==> src/rtl/matmul_driver_if.sv <==
// Operand/result stream handshake bundle for matmul_driver.
// The driver is the slave side; the feeding/consuming logic is the master.
interface matmul_driver_if #(
    parameter int S = 32
);
    logic         in_valid;
    logic         in_ready;
    logic [S-1:0] in_data;
    logic         out_valid;
    logic         out_ready;
    logic [S-1:0] out_data;

    modport master (
        output in_valid,
        output in_data,
        output out_ready,
        input  in_ready,
        input  out_valid,
        input  out_data
    );

    modport slave (
        input  in_valid,
        input  in_data,
        input  out_ready,
        output in_ready,
        output out_valid,
        output out_data
    );
endinterface

==> src/rtl/matmul_driver.sv <==
// Streams A and B into a matmul engine, fires it, waits for completion
// and streams the product back out element by element.
module matmul_driver #(
    parameter int S       = 32,
    parameter int H       = 2,
    parameter int C       = 2,
    parameter int W       = 2,
    parameter int TIMEOUT = 1024
) (
    input  logic             clk,
    input  logic             rst_n,
    matmul_driver_if.slave   bus,
    output logic             mm_start,
    output logic [H*C*S-1:0] mm_a,
    output logic [C*W*S-1:0] mm_b,
    input  logic [H*W*S-1:0] mm_o,
    input  logic             mm_done,
    output logic             busy,
    output logic             err
);

    localparam int NA = H * C;
    localparam int NB = C * W;
    localparam int NO = H * W;
    localparam int M1 = (NA > NB) ? NA : NB;
    localparam int M2 = (M1 > NO) ? M1 : NO;
    localparam int MX = (M2 > TIMEOUT) ? M2 : TIMEOUT;
    localparam int CW = $clog2(MX + 1);

    typedef enum logic [2:0] {
        ST_LOAD_A,
        ST_LOAD_B,
        ST_FIRE,
        ST_WAIT,
        ST_DRAIN
    } state_t;

    state_t             state_q, state_d;
    logic [CW-1:0]      cnt_q, cnt_d;
    logic [H*C*S-1:0]   a_q, a_d;
    logic [C*W*S-1:0]   b_q, b_d;
    logic [H*W*S-1:0]   res_q, res_d;
    logic               done_q;

    logic               in_xfer;
    logic               out_xfer;
    logic               rise;
    logic               last_a;
    logic               last_b;
    logic               last_o;
    logic               tmo;
    logic [S-1:0]       out_sel;

    // One counter serves as load index, wait timer and drain index;
    // the states that use it are mutually exclusive.
    assign in_xfer  = bus.in_valid && bus.in_ready;
    assign out_xfer = bus.out_valid && bus.out_ready;
    assign rise     = mm_done && !done_q;
    assign last_a   = (cnt_q == CW'(NA - 1));
    assign last_b   = (cnt_q == CW'(NB - 1));
    assign last_o   = (cnt_q == CW'(NO - 1));
    assign tmo      = (cnt_q == CW'(TIMEOUT - 1));

    // State register
    always_ff @(posedge clk or negedge rst_n) begin
        if (!rst_n) begin
            state_q <= ST_LOAD_A;
        end else begin
            state_q <= state_d;
        end
    end

    // Next-state and counter logic
    always_comb begin
        state_d = state_q;
        cnt_d   = cnt_q;
        unique case (state_q)
            ST_LOAD_A: begin
                if (in_xfer) begin
                    if (last_a) begin
                        state_d = ST_LOAD_B;
                        cnt_d   = '0;
                    end else begin
                        cnt_d = cnt_q + CW'(1);
                    end
                end
            end
            ST_LOAD_B: begin
                if (in_xfer) begin
                    if (last_b) begin
                        state_d = ST_FIRE;
                        cnt_d   = '0;
                    end else begin
                        cnt_d = cnt_q + CW'(1);
                    end
                end
            end
            ST_FIRE: begin
                state_d = ST_WAIT;
                cnt_d   = '0;
            end
            ST_WAIT: begin
                if (rise) begin
                    state_d = ST_DRAIN;
                    cnt_d   = '0;
                end else if (tmo) begin
                    state_d = ST_LOAD_A;
                    cnt_d   = '0;
                end else begin
                    cnt_d = cnt_q + CW'(1);
                end
            end
            ST_DRAIN: begin
                if (out_xfer) begin
                    if (last_o) begin
                        state_d = ST_LOAD_A;
                        cnt_d   = '0;
                    end else begin
                        cnt_d = cnt_q + CW'(1);
                    end
                end
            end
            default: begin
                state_d = ST_LOAD_A;
                cnt_d   = '0;
            end
        endcase
    end

    // Outputs decoded from the current state
    always_comb begin
        bus.in_ready  = (state_q == ST_LOAD_A) || (state_q == ST_LOAD_B);
        bus.out_valid = (state_q == ST_DRAIN);
        mm_start      = (state_q == ST_FIRE);
        busy          = (state_q == ST_FIRE) || (state_q == ST_WAIT) ||
                        (state_q == ST_DRAIN);
        err           = (state_q == ST_WAIT) && !rise && tmo;
    end

    // Operand writes, result capture
    always_comb begin
        a_d   = a_q;
        b_d   = b_q;
        res_d = res_q;
        if (state_q == ST_LOAD_A && in_xfer) begin
            for (int k = 0; k < NA; k++) begin
                if (cnt_q == CW'(k)) begin
                    a_d[k*S +: S] = bus.in_data;
                end
            end
        end
        if (state_q == ST_LOAD_B && in_xfer) begin
            for (int k = 0; k < NB; k++) begin
                if (cnt_q == CW'(k)) begin
                    b_d[k*S +: S] = bus.in_data;
                end
            end
        end
        if (state_q == ST_WAIT && rise) begin
            res_d = mm_o;
        end
    end

    // Drained element select; zero outside DRAIN
    always_comb begin
        out_sel = '0;
        if (state_q == ST_DRAIN) begin
            for (int k = 0; k < NO; k++) begin
                if (cnt_q == CW'(k)) begin
                    out_sel = res_q[k*S +: S];
                end
            end
        end
    end

    assign bus.out_data = out_sel;
    assign mm_a         = a_q;
    assign mm_b         = b_q;

    // Datapath registers and the mm_done edge detector
    always_ff @(posedge clk or negedge rst_n) begin
        if (!rst_n) begin
            cnt_q  <= '0;
            a_q    <= '0;
            b_q    <= '0;
            res_q  <= '0;
            done_q <= 1'b0;
        end else begin
            cnt_q  <= cnt_d;
            a_q    <= a_d;
            b_q    <= b_d;
            res_q  <= res_d;
            done_q <= mm_done;
        end
    end

endmodule

==> src/flat_wrapper.sv <==
// flat-port wrapper written by rule: the top's interface ports become plain ports
module matmul_driver_flat 
#(
    parameter int S       = 32,
    parameter int H       = 2,
    parameter int C       = 2,
    parameter int W       = 2,
    parameter int TIMEOUT = 1024
)
  (clk, rst_n, mm_start, mm_a, mm_b, mm_o, mm_done, busy, err, bus_in_valid, bus_in_data, bus_out_ready, bus_in_ready, bus_out_valid, bus_out_data);
  matmul_driver_if #(.S(S)) bus_i ();
  input  logic clk;
  input  logic rst_n;
  output logic mm_start;
  output logic [H*C*S-1:0] mm_a;
  output logic [C*W*S-1:0] mm_b;
  input  logic [H*W*S-1:0] mm_o;
  input  logic mm_done;
  output logic busy;
  output logic err;
  input wire logic [$bits(bus_i.in_valid)-1:0] bus_in_valid;
  input wire logic [$bits(bus_i.in_data)-1:0] bus_in_data;
  input wire logic [$bits(bus_i.out_ready)-1:0] bus_out_ready;
  output wire logic [$bits(bus_i.in_ready)-1:0] bus_in_ready;
  output wire logic [$bits(bus_i.out_valid)-1:0] bus_out_valid;
  output wire logic [$bits(bus_i.out_data)-1:0] bus_out_data;
  assign bus_i.in_valid = bus_in_valid;
  assign bus_i.in_data = bus_in_data;
  assign bus_i.out_ready = bus_out_ready;
  assign bus_in_ready = bus_i.in_ready;
  assign bus_out_valid = bus_i.out_valid;
  assign bus_out_data = bus_i.out_data;
  matmul_driver #(.S(S), .H(H), .C(C), .W(W), .TIMEOUT(TIMEOUT)) u_core (.clk(clk), .rst_n(rst_n), .bus(bus_i), .mm_start(mm_start), .mm_a(mm_a), .mm_b(mm_b), .mm_o(mm_o), .mm_done(mm_done), .busy(busy), .err(err));
endmodule
==> config.mk <==
export PLATFORM = sky130hd
export DESIGN_NAME = matmul_driver_flat
export DESIGN_NICKNAME = d
export VERILOG_FILES = /design/src/rtl/matmul_driver_if.sv /design/src/rtl/matmul_driver.sv /design/src/flat_wrapper.sv
export SDC_FILE = /design/constraint.sdc
export NUM_CORES = 1
export LEC_CHECK = 0
export BUFFER_PORTS_ARGS = -buffer_cell sky130_fd_sc_hd__buf_2
export CORE_MARGIN = 2
export CORE_UTILIZATION = 47
export DETAILED_ROUTE_END_ITERATION = 16
export PLACE_DENSITY = 0.82
export SYNTH_ARGS = -nofsm -noshare
export SYNTH_HDL_FRONTEND = slang
export SYNTH_SLANG_ARGS = --single-unit
==> constraint.sdc <==
create_clock -name clk -period 1.7 [get_ports clk]
set_input_delay 0.085 -clock clk [delete_from_list [all_inputs] [get_ports clk]]
set_output_delay 0.085 -clock clk [all_outputs]
set_load 0.02 [all_outputs]
==> After elaboration in Yosys (flattened, before gate mapping) <==
Cells that the tools add are included.
{ "word_totals": {"ff_bits": 399, "output_inout_bits": 293} }
{ "classes": {"n_addsub": 1, "eq_ne": 16, "mux": 20, "n_reduce_logical": 26} }
{ "ops": {"columns": ["op", "n"], "rows": [
  ["$mux W32", 5],
  ["$mux W11", 5],
  ["$pmux W11 S3", 1],
  ["$mux W3", 8],
  ["$eq A11 B2 Y1 const B", 2],
  ["$reduce_and A2 Y1", 9],
  ["$pmux W3 S5", 1],
  ["$add A11 B1 Y11 const B", 1],
  ["$eq A11 B1 Y1 const B", 1],
  ["$eq A11 B10 Y1 const B", 1],
  ["$logic_not A11 Y1", 1],
  ["$ne A2 B1 Y1 const B", 5],
  ["$logic_and A1 B1 Y1", 8],
  ["$reduce_and A7 Y1", 1],
  ["$eq A3 B2 Y1 const B", 2],
  ["$ne A2 B2 Y1 const B", 2],
  ["$eq A3 B1 Y1 const B", 1],
  ["$eq A3 B3 Y1 const B", 1],
  ["$logic_not A3 Y1", 1],
  ["$logic_or A1 B1 Y1", 3],
  ["$ne A3 B1 Y1 const B", 1],
  ["$logic_not A1 Y1", 2],
  ["$reduce_or A2 Y1", 1]
]} }

==> Depth between registers and ports, before layout <==
{ "logic_depth": {"ltp_word": 6, "depth_mapped": 9, "mapped_depth_nobuf": 6} }

==> Least setup slack after synthesis <==
OpenSTA, ideal clock, no wires.
{ "synth_timing": {"kind": "flip-flop to output port", "start": "register u_core.cnt_q[0]", "end": "output port bus_out_data[16]", "arrival_time_ns": 2.084, "path_slack_ns": -0.469, "stages_incl_launch_ff": 10, "path_buffers": 3, "path_cell_list": "dfrtp_1 > ha_1 > nor4b_2 > and2_1 > buf_2 > buf_4 > buf_2 > nor3_1 > o21a_1 > nor3_1"} }
{ "synth_between": {"elab_chain_len": 6, "word_cells_on_any_way": 9} }
{ "synth_rtl": {"columns": ["element", "line", "source"], "rows": [
  ["start, declared", "matmul_driver.sv:39", "logic [CW-1:0] cnt_q, cnt_d;"],
  ["start signal, assigned", "matmul_driver.sv:189", "cnt_q <= cnt_d;"],
  ["$logic_not A11 Y1", "matmul_driver.sv:169", "if (cnt_q == CW'(k)) begin"],
  ["$mux W32 (3 in series)", "matmul_driver.sv:169", null],
  ["$mux W32 *", "matmul_driver.sv:169", null],
  ["$mux W32 *", "matmul_driver.sv:167", "if (state_q == ST_DRAIN) begin"],
  ["end, declared", "flat_wrapper.sv:26", "output wire logic [$bits(bus_i.out_data)-1:0] bus_out_data;"]
]} }
Mark *: on every way between the ends. The rest lies on a longest branch, timed or not.

==> Worst setup path after layout <==
{ "layout_timing": {"start": "register u_core.cnt_q[2]", "end": "output port bus_out_data[27]"} }
The elaborated chain is that of the path after synthesis.

==> flow_metrics.tcl <==
set metrics [dict create \
    status "finished, violations left" \
    violations "setup timing" \
    synth_cell_type_count 42 \
    ant_nets 0 \
    timing.final.crit_share_pct 167 \
    core_area_um2 34400 \
    yosys_warnings 0 \
    wl_per_cell_um 28.3 \
    seqPwrFrac_pct 42.1 \
    syn_nets 1286 \
    dpl-instance-area_um2 20300 \
    fin_skew_ns 0.0471 \
    layout_commonest_cell "buf_2" \
    maxSlewViolCount 0 \
    grt_pass1_wl_mm 92.0 \
    drive_gt1_share_pct 62.4 \
    grt_overflow 0 \
    grt_max_degree 79 \
    clockBufferDepth 3 \
    holdWs_ns 0.0319 \
    max_stage_delay_ns 0.47 \
    port_buffers 457 \
    final_area_um2 25400 \
    setup_tns_ns -204.23 \
    die_y_um 190 \
    dr.pass1.iters 9 \
    drc 0 \
    critPathArrivalTime_ns 2.76 \
    drt-initial-drc-count 1186 \
    start_util_pct 47.5 \
    routabilityCongestion 0.901 \
    end_kind "output pin" \
    wirelength_mm 66.7 \
    crit_fanout 6 \
    rsz0062_at_grt "yes" \
    netlist_area_um2 16300 \
    syn_inst 1117 \
    htree_levels 2 \
    grt_usage_pct 34.0 \
    grt_pass1_vias 14900 \
    cts.reportedPaths.clkPinSlew_ns 0.07 \
    hpwl_mm 32.6 \
    combPwrFrac_pct 15.6 \
    antenna_found_initial 2 \
    post-route-min-period_ns 2.84 \
    cp_data_required_time_ns 1.62 \
    cap_violations 0 \
    syn_avg_cell_area_um2 14.6 \
    leakagePower_uw 0.0131 \
    p_clk_share_pct 42.3 \
    die_x_um 190 \
    numCtsBuffers 43 \
    swShare_pct 26.9 \
    slew_headroom_pct 70.4 \
    path_cells "nor4b_4, and2_4, buf_12, or3_1, o21ai_2, a211oi_2, buf_4" \
    viasPerCell 6.02 \
    fin_ws_ns -1.14 \
    clock.fmax_mhz 352 \
    cts-root-buf "clkbuf_16" \
    fin_util_pct 73.8 \
    power.density_nw_per_um2 947 \
    hold_path_class "in2async" \
    clk_latency_ns 0.59 \
    die_area_um2 36300 \
    row_count 68 \
    startpoint_type "flip-flop" \
    ys_seq_area_share_pct 61.1 \
    vias 14200 \
    cts_sinks 399 \
    syn_to_final_growth_pct 55.3 \
    ys_seq_elements 399 \
    worstMarginPinSlew_ns 0.439 \
    hold_viol_final 0 \
    mostFrequentLayoutCells "buf_2, dfrtp_1, mux2_2" \
    cts_tree "built" \
    p_int_uw 17500 \
    placedCellCount 2063 \
    ios 458 \
    p_sw_uw 6470 \
    setup_violations 433 \
    cp_slowest_cell "dfrtp_1" \
    ir_drop_uv 1130 \
    final_nets 2038 \
    fin_cells 2360 \
    criticalPathCategory "reg2out" \
]
cell families after synthesis:
kind of cell	Yosys count	share of synthesized area, %
AND/OR/NAND/NOR	154	4.86
adder cells (fa/ha/maj)	4	0.306
buffers and inverters	75	2.57
AO/OA/AOI/OAI	99	4.51
flip-flops	399	61.1
multiplexers	386	26.6
synthesized netlist by cell type, drive strengths merged:
library cell	count	area share, %
nor3b	3	0.14
and2	3	0.11
buf	56	2.1
a22o	4	0.21
clkbuf	14	0.32
a21oi	7	0.26
nand2b	1	0.038
nor2	40	0.92
a211oi	7	0.32
and4	1	0.054
a211o	1	0.054
o21a	26	1.2
or2	1	0.038
a21o	4	0.18
nor3	54	1.7
dfrtp	399	61
and4bb	1	0.077
o22ai	1	0.038
nand3b	1	0.046
inv	5	0.11
nand4	3	0.11
and3b	1	0.054
nand2	18	0.51
nand3	7	0.21
or4	1	0.069
ha	4	0.31
mux2	386	27
o21ai	16	0.49
and3	4	0.15
nor4	2	0.11
nor2b	3	0.11
or3	9	0.34
nor4b	1	0.092
a221oi	32	1.7
a31oi	1	0.038
state kept, by name (all words and copies together) (netlist names):
name,flops
u_core.res_q,128
u_core.mm_b,128
u_core.cnt_q,11
u_core.mm_a,128
u_core.done_q,1
u_core.state_q,3
worst paths after layout:
kind	startpoint	cells after the start	end	slack [ns]
max in group asynchronous	rst_n	3	u_core.res_q[103]	0.82
worst min-delay path	rst_n	2	u_core.res_q[10]	0.03
worst max-delay path	u_core.cnt_q[2]	7	bus_out_data[27]	-1.14
worst max register to register	u_core.cnt_q[2]	8	u_core.mm_b[122]	-0.81
worst min register to register	u_core.mm_a[125]	1	u_core.mm_a[125]	0.50
min in group clk	bus_in_valid	4	u_core.state_q[1]	0.11
metal layers:
metal	global-route usage, %	vias to the layer above	wire length (um)
met3	7.58	447	6120
li1	-	5588	-
met4	22.6	0	6000
met1	38.5	7063	22600
met5	0	-	0
met2	57.7	1106	32000
power by group through the flow:
stage               sequential [uW]  clock, uW  combinational [uW]
floorplan                     10200          0                1170
global placement              10200          0                2650
detailed placement            10200          0                2730
CTS                           10000      10100                3270
global route                  10100      10600                3900
finish                        10100      10200                3750
critical path, delay by kind of cell (launching register included):
family / cells / cell delay (ns)
compound gates: 2 / 0.40
simple gates: 3 / 0.94
flops: 1 / 0.47
buf+inv: 2 / 0.37
what timing repair did:
item	4_1_cts	5_1_grt
gates resized for setup	202	65
buffers inserted	31	11
gates cloned	14	7
endpoints found under the setup margin	411	433
hold buffers	162	0
pin swaps	10	19
endpoints found under the hold margin	784	0
metrics by stage:
stage	setup slack (ns)	total power (uW)
2_1_floorplan	-0.200	11400
3_3_place_gp	-0.356	12800
3_5_place_dp	-0.398	12900
4_1_cts	-0.940	23400
5_1_grt	-1.14	24700
6_report	-1.14	24000
layout make-up:
cell class | count | area [um2]
Clock inverter | 17 | 258
Clock buffer | 61 | 1260
Inverter | 5 | 18.8
Sequential cell | 399 | 9980
Fill cell | 1898 | 9020
Antenna cell | 3 | 7.51
Timing Repair Buffer | 777 | 6170
Tap cell | 455 | 569
Multi-Input combinational cell | 643 | 7080
No activity file was read; power rests on OpenSTA's default activity.
